--- src/rtl/alu_arb_pkg.sv ---
// alu_arb_pkg: shared types and constants for the shared-ALU arbiter
package alu_arb_pkg;
  typedef enum logic [1:0] {IDLE, EXEC, RESP} alu_arb_state_t;
  localparam int ALU_ARB_NREQ = 2;
  localparam int ALU_ARB_SEL_W = 4;
  localparam logic [ALU_ARB_SEL_W-1:0] ALU_ARB_RST_SEL = '0;
endpackage

--- src/rtl/alu_arb_pick.sv ---
// alu_arb_pick: one-hot winner select; ALU_ARB_FIXED_PRIO_EN gives requester 0 fixed priority
module alu_arb_pick
  import alu_arb_pkg::*;
(
  input  logic [ALU_ARB_NREQ-1:0] req_valid,
  input  logic                    last_grant,
  output logic [ALU_ARB_NREQ-1:0] grant
);
  // a lone requester always wins; contention resolved by priority mode
  always_comb begin
`ifdef ALU_ARB_FIXED_PRIO_EN
    grant = (req_valid == 2'b11) ? 2'b01 : req_valid;
`else
    grant = (req_valid == 2'b11) ? (last_grant ? 2'b01 : 2'b10) : req_valid;
`endif
  end
endmodule

--- src/rtl/alu_share_arb.sv ---
// alu_share_arb: two-requester arbiter/sequencer for the shared ALU (ALU_ARB_FIXED_PRIO_EN selects fixed priority)
module alu_share_arb
  import alu_arb_pkg::*;
#(
  parameter int WORD_SIZE = 32,
  parameter int SEL_W     = ALU_ARB_SEL_W
) (
  input  logic                        clk,
  input  logic                        rst_n,
  input  logic [ALU_ARB_NREQ-1:0]     req_valid,
  output logic [ALU_ARB_NREQ-1:0]     req_ready,
  input  logic [2*WORD_SIZE-1:0]      req_a,
  input  logic [2*WORD_SIZE-1:0]      req_b,
  input  logic [2*SEL_W-1:0]          req_sel,
  output logic [ALU_ARB_NREQ-1:0]     rsp_valid,
  input  logic [ALU_ARB_NREQ-1:0]     rsp_ready,
  output logic [WORD_SIZE-1:0]        rsp_data,
  output logic                        rsp_zero,
  output logic [WORD_SIZE-1:0]        alu_a,
  output logic [WORD_SIZE-1:0]        alu_b,
  output logic [SEL_W-1:0]            alu_sel,
  input  logic [WORD_SIZE-1:0]        alu_result,
  input  logic                        alu_zero
);
  alu_arb_state_t state, state_nxt;
  logic [WORD_SIZE-1:0] op_a, op_b;
  logic [SEL_W-1:0] op_sel;
  logic grant_id, last_grant, g;
  logic [ALU_ARB_NREQ-1:0] grant;

  alu_arb_pick u_pick (
    .req_valid  (req_valid),
    .last_grant (last_grant),
    .grant      (grant)
  );

  assign g = req_ready[1];
  assign alu_a = op_a;
  assign alu_b = op_b;
  assign alu_sel = op_sel;

  // handshake outputs; ready is masked during reset so outputs read as reset values
  always_comb begin
    req_ready = (state == IDLE && rst_n) ? grant : '0;
    rsp_valid = (state == RESP) ? {grant_id, ~grant_id} : '0;
  end

  // next state: one accept, one execute cycle, then hold the response until taken
  always_comb begin
    state_nxt = state;
    case (state)
      IDLE:    state_nxt = |req_ready ? EXEC : IDLE;
      EXEC:    state_nxt = RESP;
      RESP:    state_nxt = rsp_ready[grant_id] ? IDLE : RESP;
      default: state_nxt = IDLE;
    endcase
  end

  // state, operand latch on accept, result capture at the end of execute
  always_ff @(posedge clk or negedge rst_n) begin
    if (!rst_n) begin
      state      <= IDLE;
      op_a       <= '0;
      op_b       <= '0;
      op_sel     <= SEL_W'(ALU_ARB_RST_SEL);
      grant_id   <= 1'b0;
      last_grant <= 1'b1;
      rsp_data   <= '0;
      rsp_zero   <= 1'b0;
    end else begin
      state <= state_nxt;
      if (state == IDLE && |req_ready) begin
        op_a       <= req_a[g*WORD_SIZE +: WORD_SIZE];
        op_b       <= req_b[g*WORD_SIZE +: WORD_SIZE];
        op_sel     <= req_sel[g*SEL_W +: SEL_W];
        grant_id   <= g;
        last_grant <= g;
      end
      if (state == EXEC) begin
        rsp_data <= alu_result;
        rsp_zero <= alu_zero;
      end
    end
  end
endmodule

--- config.mk ---
export PLATFORM = sky130hd
export DESIGN_NAME = alu_share_arb
export DESIGN_NICKNAME = d
export VERILOG_FILES = /design/src/rtl/alu_arb_pkg.sv /design/src/rtl/alu_arb_pick.sv /design/src/rtl/alu_share_arb.sv
export SDC_FILE = /design/constraint.sdc
export NUM_CORES = 1
export LEC_CHECK = 0
export ABC_AREA = 1
export BUFFER_PORTS_ARGS = -buffer_cell sky130_fd_sc_hd__buf_2
export CORE_MARGIN = 3
export CORE_UTILIZATION = 41
export CTS_CLUSTER_DIAMETER = 150
export DETAILED_ROUTE_END_ITERATION = 8
export HOLD_SLACK_MARGIN = 0.05
export PLACE_DENSITY = 0.84
export SETUP_SLACK_MARGIN = 0.02
export SLEW_MARGIN = 20
export SYNTH_ARGS = -nofsm -noshare
export SYNTH_HDL_FRONTEND = slang
export SYNTH_SLANG_ARGS = --single-unit
--- constraint.sdc ---
create_clock -name clk -period 1.3 [get_ports clk]
set_input_delay 0.325 -clock clk [delete_from_list [all_inputs] [get_ports clk]]
set_output_delay 0.325 -clock clk [all_outputs]
set_load 0.02 [all_outputs]
==> out/qor.yml <==
timing:
  slew_headroom: 0.600
  fin_crit_sh: 1.32
  fin_setup_tns_ns: -26.08
  fin_skew_ns: 0.00875
  min_period_ns: 1.71
  fmax_mhz: 584
  setup_viol: 109
  rsz0062_at_grt: "true"
  drv_slew: 0
  worst_pin_slew_ns: 0.600
  hold_viol: 0
  setup_slack_ns: -0.412
logic_synthesis:
  synth_seq_area_share: 0.490
  synth_xor_area_frac: 0
  synth_top_family_by_area: "simple AND/OR/NAND/NOR gates"
  yosys.area_share.adder: 0
  yosysUniqueCellTypes: 18
  yosys_warnings: 0
  synth-compound-area-share: 0.130
  yosys_register_bits: 105
  synth_nets: 863
  synth_area_mm2: 0.00537
  postSynthCellCount: 688
  async_flop_share: 1.00
  syn_area_per_cell_um2: 7.80
  synth-simple-area-share: 0.260
  synth_flop_cell: "dfrtp_1"
  synth_mux_area_frac: 0
  synth-edff-count: 0
run_status:
  outcome: "complete, but fails checks"
  violations: "negative setup slack"
finish:
  final_nets: 1193
  synthToLayoutAreaGrowth_pct: 77.4
  nFillCells: 843
  drive_above_1_share: 0.516
  fin_area_mm2: 0.00952
floorplanning:
  core_area_mm2: 0.0127
  ios: 280
  start_util: 0.422
  die_w_um: 120
  die-area_mm2: 0.0145
  die-height_um: 120
  num_rows: 41
worst_setup_path:
  reg2reg_slack_ns: -0.40
  crit_path_max_fanout: 2
  crit_buf_inv: 3
  path_cells: "buf_6 -> nand2_4 -> nand2_4 -> buf_12 -> nor2_4 -> buf_6"
  cp_top_family: "flip-flops"
  start_kind: "flip-flop"
  worstPathArrival_ns: 1.39
  slowest_delay_ns: 0.55
  slowest_stage: "dfstp_2"
  critPathKind: "reg -> out"
  cp.required_ns: 0.98
  end_kind: "output pin"
run:
  drv_cap: 0
global_route:
  grt_max_degree: 57
  antenna_found_initial: 3
  grt.total_usage: 0.274
  grt_pass1_wl_um: 31200
  grt_pass1_vias: 6064
  grt-ovfl-total: 0
placed_design:
  post-place-ws_ns: -0.166
  gp_congestion: 0.803
  placed_area_mm2: 0.00707
  io_buffers: 279
  dp_hpwl_um: 11700
clock_tree:
  clockBufferDepth: 2
  cts-root-buf: "clkbuf_16"
  cts_buffers: 9
  insertion_delay_ns: 0.34
  clock-sinks: 105
  cts_tree: "built"
  cts-htree-levels: 3
  clkSlewWorstSetupHoldPaths_ns: 0.07
pwr:
  power_density_mw_per_mm2: 2140
  power_leakage_uw: 0.00517
  ir_drop_uv: 967
  power.total_uw: 20300
drt:
  drt-total-wl_um: 24200
  drc_errors: 0
  antenna_left: 0
  wl_per_cell_um: 20.2
  via_per_inst: 5.39
  drtIter0Drc: 541
  routed-via-count: 6447
  drt_first_pass_iters: 6
worst_hold_path:
  hp-class: "in -> async"
==> area by class of cell <==
type	instances	area (um2)	share of cell area
tap	172	215	0.0226
timing repair buffer	366	3070	0.323
multi-input combinational	429	2900	0.305
clock buffer	9	225	0.0237
clock inverter	7	62.6	0.00657
sequential	105	2630	0.276
inverter	107	409	0.0430
antenna	2	5.00	0.000526
==> logic make-up after synthesis <==
group                  count (synthesis)
AO/OA/AOI/OAI                        105
buffers and inverters                156
AND/OR/NAND/NOR                      322
flip-flops                           105
==> layout by cell type, fill, tap and decap left out <==
cell / synthesis / final
o21ai_2: 0 / 35
clkinv_2: 0 / 1
diode_2: 0 / 2
nand2_4: 0 / 16
inv_1: 105 / 103
or2_4: 0 / 2
nand2_8: 0 / 4
o21bai_4: 0 / 13
inv_2: 2 / 2
buf_8: 0 / 5
buf_2: 21 / 274
nand2_2: 4 / 12
buf_12: 0 / 22
inv_8: 0 / 2
o21bai_1: 68 / 55
buf_6: 3 / 18
o21ai_1: 0 / 1
clkinv_4: 0 / 2
inv_6: 0 / 3
nand2_1: 176 / 149
dfrtp_1: 104 / 104
nand3_1: 136 / 82
a21oi_4: 0 / 1
nor2_4: 0 / 4
buf_16: 0 / 20
buf_4: 3 / 13
inv_4: 0 / 1
nor2_2: 2 / 1
dlygate4sd3_1: 0 / 1
dfstp_2: 1 / 1
nand3_2: 0 / 54
clkbuf_16: 0 / 22
==> registers in the layout, summed over array words and instances, names as in the netlist <==
name / cells
rsp_data: 32
last_grant: 1
alu_b: 32
alu_sel: 4
state: 2
grant_id: 1
alu_a: 32
rsp_zero: 1
==> path summary, 6_finish.rpt <==
kind	cells past startpoint	to	startpoint
min in group clk	3	rsp_data[29]	alu_result[29]
hold / removal	3	rsp_data[23]	rst_n
setup / recovery	6	req_ready[1]	last_grant
setup reg to reg	10	alu_a[19]	last_grant
max in group asynchronous	3	alu_a[22]	rst_n
hold reg to reg	2	rsp_data[1]	rsp_data[1]
==> where the power goes <==
group	switching, uW	total (uW)	internal, uW
combinational	6660	11600	4940
sequential	1200	6060	4860
clock	1330	2670	1350
==> routing by layer <==
layer	vias to the layer above	GRT usage	share of wire
li1	2858	-	-
met1	3055	0.321	0.36
met2	410	0.467	0.50
met3	122	0.0608	0.077
met4	2	0.150	0.055
met5	-	0	0.00029
==> Yosys cell counts, types with 2 or more instances <==
cell type | number | area share
buf_1 | 5 | 0.0035
buf_6 | 3 | 0.0063
nand2_2 | 4 | 0.0047
buf_4 | 3 | 0.0042
clkbuf_1 | 17 | 0.012
nor2_2 | 2 | 0.0023
inv_2 | 2 | 0.0014
dfrtp_1 | 104 | 0.48
nor2_1 | 3 | 0.0021
o21bai_1 | 68 | 0.095
o21ai_0 | 36 | 0.034
buf_2 | 21 | 0.020
nand3_1 | 136 | 0.13
nand2_1 | 176 | 0.12
inv_1 | 105 | 0.073
==> tightest hold or removal path, delay by kind of cell <==
| family | cells | cell delay (ns) |
|---|---|---|
| buf+inv | 3 | 0.52 |
==> per-stage QoR <==
stage	hold slack (ns)	util	cells
2_1_floorplan	0.0294	-	688
3_3_place_gp	0.271	0.555	1114
3_5_place_dp	0.269	0.555	1114
4_1_cts	0.142	0.679	1179
5_1_grt	0.153	0.748	1197
6_report	0.122	0.748	1197
==> what timing repair did <==
item,4_1_cts,5_1_grt
setup buffers,28,7
gates cloned,23,19
endpoints found under the hold margin,2,0
endpoints found under the setup margin,108,108
resized for setup,103,172
pin swaps,79,110
hold buffers,1,0
Note: power is estimated with default switching activity, not from simulation.
